==> src/rtl/jk_down_counter_pkg.sv <==
// ---------------------------------------------------------------------------
// jk_down_counter_pkg
//   Shared JK control codes for the JK-flip-flop based counters.
//   A code is the {J, K} pair applied to one flip-flop cell:
//     JK_HOLD : keep the current value
//     JK_RST  : force the bit to 0
//     JK_SET  : force the bit to 1
//     JK_TGL  : invert the bit
//   jk_for_value() returns the code that makes a bit take a given value
//   on the next edge, which is how parallel load and reload are done.
// ---------------------------------------------------------------------------
package jk_down_counter_pkg;

    localparam logic [1:0] JK_HOLD = 2'b00;
    localparam logic [1:0] JK_RST  = 2'b01;
    localparam logic [1:0] JK_SET  = 2'b10;
    localparam logic [1:0] JK_TGL  = 2'b11;

    function automatic logic [1:0] jk_for_value(input logic v);
        return v ? JK_SET : JK_RST;
    endfunction

endpackage

==> src/rtl/jk_down_counter_jkff.sv <==
// ---------------------------------------------------------------------------
// jk_down_counter_jkff
//   Single JK flip-flop cell with a synchronous active-low clear.
//   Ports:
//     clk_i    : rising-edge clock
//     clearb_i : synchronous clear, active low (q_o <= 0 on the edge)
//     j_i, k_i : JK inputs (00 hold, 01 reset, 10 set, 11 toggle)
//     q_o      : stored bit
// ---------------------------------------------------------------------------
module jk_down_counter_jkff
    import jk_down_counter_pkg::*;
(
    input  logic clk_i,
    input  logic clearb_i,
    input  logic j_i,
    input  logic k_i,
    output logic q_o
);

    logic q_q;

    always_ff @(posedge clk_i) begin
        if (!clearb_i) begin
            q_q <= 1'b0;
        end else begin
            case ({j_i, k_i})
                JK_RST:  q_q <= 1'b0;
                JK_SET:  q_q <= 1'b1;
                JK_TGL:  q_q <= ~q_q;
                default: q_q <= q_q;
            endcase
        end
    end

    assign q_o = q_q;

endmodule

==> src/rtl/jk_down_counter.sv <==
// ---------------------------------------------------------------------------
// jk_down_counter
//   Synchronous WIDTH-bit down counter built from JK flip-flop cells, with
//   parallel load, count enable, optional auto-reload and a registered
//   one-cycle borrow pulse. Edge priority: clear > load > en > hold.
//   Ports:
//     clk         : rising-edge clock
//     clear       : synchronous active-high reset (q, reload register, borrow)
//     en          : decrement by one per enabled edge
//     load        : capture load_val into q and the reload register
//     load_val    : parallel load value
//     auto_reload : on underflow, 1 = reload from reload register, 0 = wrap
//     q           : current count
//     zero        : combinational q == 0
//     borrow      : high for one cycle after each underflow edge
// ---------------------------------------------------------------------------
module jk_down_counter
    import jk_down_counter_pkg::*;
#(
    parameter int WIDTH = 4
) (
    input  logic             clk,
    input  logic             clear,
    input  logic             en,
    input  logic             load,
    input  logic [WIDTH-1:0] load_val,
    input  logic             auto_reload,
    output logic [WIDTH-1:0] q,
    output logic             zero,
    output logic             borrow
);

    logic [WIDTH-1:0] q_w;
    logic [WIDTH-1:0] reload_q;
    logic [WIDTH-1:0] reload_d;
    logic             borrow_q;
    logic             borrow_d;
    logic [1:0]       jk_d [WIDTH];
    logic             underflow;
    logic             lower_zero;

    // An underflow is an enabled count that consumes q == 0; a load on the
    // same edge takes priority and suppresses it.
    assign underflow = en && !load && (q_w == '0);

    always_comb begin
        lower_zero = 1'b1;
        reload_d   = reload_q;
        borrow_d   = 1'b0;
        for (int i = 0; i < WIDTH; i++) begin
            jk_d[i] = JK_HOLD;
        end

        if (load) begin
            reload_d = load_val;
            for (int i = 0; i < WIDTH; i++) begin
                jk_d[i] = jk_for_value(load_val[i]);
            end
        end else if (underflow && auto_reload) begin
            borrow_d = 1'b1;
            for (int i = 0; i < WIDTH; i++) begin
                jk_d[i] = jk_for_value(reload_q[i]);
            end
        end else if (en) begin
            // Decrement: bit i toggles when every lower bit is 0. At q == 0
            // every bit toggles, which yields the all-ones wrap for free.
            borrow_d = underflow;
            for (int i = 0; i < WIDTH; i++) begin
                jk_d[i]    = lower_zero ? JK_TGL : JK_HOLD;
                lower_zero = lower_zero & ~q_w[i];
            end
        end
    end

    for (genvar g = 0; g < WIDTH; g++) begin : g_bit
        jk_down_counter_jkff u_jkff (
            .clk_i    (clk),
            .clearb_i (~clear),
            .j_i      (jk_d[g][1]),
            .k_i      (jk_d[g][0]),
            .q_o      (q_w[g])
        );
    end

    always_ff @(posedge clk) begin
        if (clear) begin
            reload_q <= '0;
            borrow_q <= 1'b0;
        end else begin
            reload_q <= reload_d;
            borrow_q <= borrow_d;
        end
    end

    assign q      = q_w;
    assign zero   = (q_w == '0);
    assign borrow = borrow_q;

endmodule

==> config.mk <==
export PLATFORM = sky130hd
export DESIGN_NAME = jk_down_counter
export DESIGN_NICKNAME = d
export VERILOG_FILES = /design/src/rtl/jk_down_counter_pkg.sv /design/src/rtl/jk_down_counter_jkff.sv /design/src/rtl/jk_down_counter.sv
export SDC_FILE = /design/constraint.sdc
export NUM_CORES = 1
export LEC_CHECK = 0
export ABC_AREA = 1
export CORE_AREA = 2 2 39 41
export CTS_CLUSTER_DIAMETER = 40
export CTS_CLUSTER_SIZE = 30
export DETAILED_ROUTE_END_ITERATION = 16
export DIE_AREA = 0 0 41 43
export PLACE_DENSITY = 0.66
export SYNTH_ARGS = -nofsm -noshare
export SYNTH_HDL_FRONTEND = slang
export SYNTH_SLANG_ARGS = --single-unit
export TNS_END_PERCENT = 1
==> constraint.sdc <==
create_clock -name clk -period 1 [get_ports clk]
set_input_delay 0.2 -clock clk [delete_from_list [all_inputs] [get_ports clk]]
set_output_delay 0.2 -clock clk [all_outputs]
set_load 0.05 [all_outputs]
---- After elaboration in Yosys (flattened, before gate mapping) ----
Index checks and enable logic that the tools add are counted.
storage, ports and cells
  flip-flop bits (word level) ............. 9
  output and inout port bits .............. 6
  word-level logic and storage cells ...... 54
operators by class
  equality and inequality tests ........... 12
  mux-type cells .......................... 20
  bitwise logic cells ..................... 6
  reductions and logical operators ........ 10
operators with widths
  kind                                                              count
  8-bit 2-to-1 mux                                                  3
  2-bit 2-to-1 mux                                                  11
  2-bit == test (second input constant)                             8
  1-bit one-hot mux with 3 select lines                             4
  3-bit nonzero test                                                4
  2-bit by 1-bit == test with 1-bit output (second input constant)  4
  4-bit logical NOT                                                 1
  1-bit NOT                                                         4
  1-bit logical AND                                                 3
  1-bit bitwise AND                                                 2
  1-bit 2-to-1 mux                                                  2
  2-bit OR reduction                                                1
  1-bit logical NOT                                                 1

---- Longest topological paths before layout ----
  depth in word-level cells ............... 9
  depth in mapped cells ................... 8
  mapped depth without buffers ............ 8

---- Hierarchy ----
A second synthesis with hierarchy kept.
unflattened totals
  cell total of the unflattened synthesis .. 88
  area total of the unflattened synthesis .. 550.5 um^2
modules (own cells, without submodules)
  module                instances  cells an instance  area an instance (um^2)  seq. area each (um^2)
  jk_down_counter       1          68                 410.4                    100.1
  jk_down_counter_jkff  4          5                  35.0                     20.0

---- Worst setup path after synthesis ----
No wires, ideal clock.
  path type ............................... flip-flop to flip-flop
  from .................................... reg g_bit[1].u_jkff.q_q
  to ...................................... reg g_bit[2].u_jkff.q_q
  data arrival time ....................... 0.926 ns
  data required time ...................... 0.870 ns
  slack ................................... -0.057 ns
  stages on the path, launching flop included .. 9
  path buffers ............................ 0
  clock period less this slack ............ 1.057 ns
  path through ............................ dfxtp_1 > nor2_2 > nand2_1 > nor2_2 > inv_2 > nor2_4 > nand2_1 > nand3_1 > a21oi_1
between the ends
  longest elaborated chain between the ends .. 8
ends and longest elaborated chain
  item                                                                         line                        RTL
  from (decl)                                                                  jk_down_counter_jkff.sv:20  logic q_q;
  from (signal assigned)                                                       jk_down_counter_jkff.sv:29  JK_TGL: q_q <= ~q_q;
  from (signal assigned)                                                       jk_down_counter_jkff.sv:30  default: q_q <= q_q;
  1-bit NOT                                                                    jk_down_counter.sv:70       lower_zero = lower_zero & ~q_w[i];
  1-bit bitwise AND                                                            jk_down_counter.sv:70
  2-bit 2-to-1 mux                                                             jk_down_counter.sv:69       jk_d[i] = lower_zero ? JK_TGL : JK_HOLD;
  8-bit 2-to-1 mux                                                             jk_down_counter.sv:64       end else if (en) begin
  8-bit 2-to-1 mux (*)                                                         jk_down_counter.sv:59       end else if (underflow && auto_reload) begin
  8-bit 2-to-1 mux (*)                                                         jk_down_counter.sv:54       if (load) begin
  2-bit == test or 2-bit by 1-bit == test with 1-bit output (tied branches)    jk_down_counter_jkff.sv:26  case ({j_i, k_i})
  1-bit one-hot mux with 3 select lines or 3-bit nonzero test (tied branches)  -
  to (signal assigned)                                                         jk_down_counter_jkff.sv:29
  to (signal assigned)                                                         jk_down_counter_jkff.sv:30
  to (decl)                                                                    jk_down_counter_jkff.sv:20
Every way passes the cells marked *; elsewhere a longest branch is shown, timed or not.
A chain may end at the register's enable or synchronous reset.

---- Final worst setup path ----
  from .................................... reg g_bit[1].u_jkff.q_q
  to ...................................... out zero
between the ends
  longest elaborated chain between the ends .. 1
ends and longest elaborated chain
  item               line                   RTL
  4-bit logical NOT  jk_down_counter.sv:96  assign zero = (q_w == '0);
  to (decl)          jk_down_counter.sv:29  output logic zero,
No other way between the ends.

==> flow_metrics.env <==
export IMPL_initial_utilization_pct=33.5
export IMPL_cts_max_path_buffers=2
export IMPL_cap_violations=0
export IMPL_final_max_slew_viol_count=0
export IMPL_cp_slowest_cell="dfxtp_2"
export IMPL_synth_compound_area_share_pct=11.9
export IMPL_core_area_sq_um=1380
export IMPL_synthMuxAreaShare_pct=0
export IMPL_track_usage_pct=13.6
export IMPL_finalPower_mw=1.08
export IMPL_synth_xor_area_share_pct=1.89
export IMPL_tightest_slew_ns=0.302
export IMPL_synth_cell_types=17
export IMPL_crit_type="register to output port"
export IMPL_clk_latency_ns=0.26
export IMPL_vdd_ir_drop_max_mv=0.580
export IMPL_htreeDepth=1
export IMPL_period_needed_ns=1.18
export IMPL_ant_nets=0
export IMPL_finalNonFillerCells=108
export IMPL_synth_adder_area_share_pct=0
export IMPL_dr_first_iter_drc_count=5
export IMPL_yosysSeqAreaShare_pct=38.9
export IMPL_dr_pass1_iters=4
export IMPL_gp_congestion=0.765
export IMPL_setup_slack_ns=-0.180
export IMPL_netlist_instances=68
export IMPL_num_fill_cells=125
export IMPL_synth_net_count=77
export IMPL_cp_required_ns=0.80
export IMPL_syn_avg_cell_area_sq_um=6.81
export IMPL_grt_pass1_vias=437
export IMPL_critPathBufInv=2
export IMPL_layout_common_cells="18 x nand2_1, 8 x inv_1, 8 x buf_4"
export IMPL_arrival_ns=0.98
export IMPL_cts_tree="yes"
export IMPL_viasPerCell=4.38
export IMPL_crit_path_end_kind="output port"
export IMPL_cts_buffers=3
export IMPL_post_drt_wl_per_cell_microns=9.31
export IMPL_antenna_cells=0
export IMPL_cpLargestDelayFamily="flip-flops"
export IMPL_path_cells="nor2_4 > nand2_2 > inv_2 > buf_12"
export IMPL_clkTransAtPathRegs_ns=0.06
export IMPL_finalCritPeriodShare_pct=118
export IMPL_max_freq_mhz=848
export IMPL_grt_max_degree=10
export IMPL_nNetsFinal=102
export IMPL_violations="negative setup slack"
export IMPL_crit_fanout=3
export IMPL_final_common_cell="nand2_1"
export IMPL_power_density_nw_per_um2=1360
export IMPL_grt_pass1_wl_mm=1.59
export IMPL_cts_root_buf="clkbuf_4"
export IMPL_syn_area_sq_um=463
export IMPL_relSlewSlack_pct=79.8
export IMPL_pin_count=15
export IMPL_routed_wl_mm=1.01
export IMPL_finClkSkew_ns=0.00191
export IMPL_rsz0062_at_grt="yes"
export IMPL_hold_viol=0
export IMPL_grt_antenna_before_repair=0
export IMPL_critPathMaxStageDelay_ns=0.33
export IMPL_synth_seq_cells=9
export IMPL_vias=473
export IMPL_placed_area_sq_um=717
export IMPL_cts_sinks=9
export IMPL_status="finished, violations left"
export IMPL_overflow=0
export IMPL_syn_to_final_growth_pct=71.9
export IMPL_leakage_nw=0.355
export IMPL_start_kind="register"
export IMPL_rows=14
export IMPL_setup_violations=9
export IMPL_synth_warnings=0
export IMPL_synth_top_family_by_area="simple AND/OR/NAND/NOR gates"
export IMPL_port_buffers=14
export IMPL_die_w_microns=41
export IMPL_die_area_sq_um=1760
export IMPL_hpwl_microns=791
export IMPL_worst_hold_slack_ns=0.470
export IMPL_hold_path_class="register to register"
export IMPL_drc_errors=0
export IMPL_fin_area_sq_um=796
export IMPL_synth_simple_area_share_pct=31.1
export IMPL_tns_ns=-0.948
export IMPL_post_place_cells=102
export IMPL_postCtsHoldBufs=0
export IMPL_die_y_microns=43
export IMPL_drive_gt1_share_pct=37.0
==> power breakdown <==
group | leakage [nW] | switching, mW | internal [mW]
Clock | 0.0150 | 0.127 | 0.154
Combinational | 0.264 | 0.193 | 0.205
Sequential | 0.0759 | 0.0201 | 0.385
Total | 0.355 | 0.341 | 0.744
==> timing repair <==
item	CTS	global route
pin swaps	4	2
endpoints found under the setup margin	10	11
gates resized for setup	12	3
hold endpoints to repair	0	0
buffers inserted	1	1
==> flip-flops by register name, summed over array words and instances (netlist names) <==
| signal | flops |
|---|---|
| borrow | 1 |
| reload_q | 4 |
| g_bit.u_jkff.q_o | 4 |
==> cells by family after synthesis <==
family                 after synthesis
AO/OA/AOI/OAI                       10
XOR/XNOR                             1
buffers and inverters               16
flip-flops                           9
AND/OR/NAND/NOR                     32
==> routing by layer <==
layer | vias up | part of all wire (%) | global-route usage [%]
li1 | 253 | - | -
met1 | 209 | 39 | 15.4
met2 | 9 | 55 | 20.9
met3 | 2 | 3.4 | 3.14
met4 | 0 | 2.0 | 10.0
met5 | - | 0 | 0
==> layout make-up <==
cell class / count / area, sq um / area share, %
tap: 16 / 20.0 / 2.52
sequential: 9 / 188 / 23.6
clock buffer: 4 / 26.3 / 3.30
timing repair buffer: 25 / 293 / 36.8
multi-input combinational: 43 / 228 / 28.6
inverter: 11 / 41.3 / 5.19
==> worst paths after layout <==
path / depth (start not counted) / slack [ns] / from / endpoint
worst max-delay path: 4 / -0.18 / g_bit[1].u_jkff.q_o$_SDFFE_PP0P_ / zero
worst min-delay path: 2 / 0.47 / reload_q[2]$_SDFFE_PP0P_ / reload_q[2]$_SDFFE_PP0P_
worst max register to register: 5 / -0.12 / g_bit[2].u_jkff.q_o$_SDFFE_PP0P_ / g_bit[3].u_jkff.q_o$_SDFFE_PP0P_
worst min register to register: 2 / 0.47 / reload_q[2]$_SDFFE_PP0P_ / reload_q[2]$_SDFFE_PP0P_
==> synthesized netlist by cell type <==
library cell	number	area, sq um
nand3b_1	1	7.51
a21oi_1	7	35.0
buf_4	4	30.0
o31ai_1	1	7.51
nor2_2	2	12.5
inv_1	9	33.8
buf_1	1	3.75
nand2_1	19	71.3
dfxtp_1	9	180
xnor2_1	1	8.76
o21ai_0	1	5.00
nand3_1	4	20.0
a211oi_1	1	7.51
nor2_4	1	11.3
nand2_2	1	6.26
nor2_1	4	15.0
inv_2	2	7.51
==> stage by stage <==
stage | setup slack, ns | utilization, %
floorplan | -0.0567 | -
global placement | -0.400 | 51.8
detailed placement | -0.413 | 51.8
CTS | -0.197 | 56.1
global route | -0.234 | 57.5
finish | -0.180 | 57.5
==> worst reg2reg max path: stages, from the launching register on <==
cell and delay, ns:
dfxtp_4 0.36, buf_4 0.13, nand3b_1 0.18, xnor2_1 0.17
nand3_1 0.09, a21oi_1 0.12
Power figures use the tool's default switching activity.
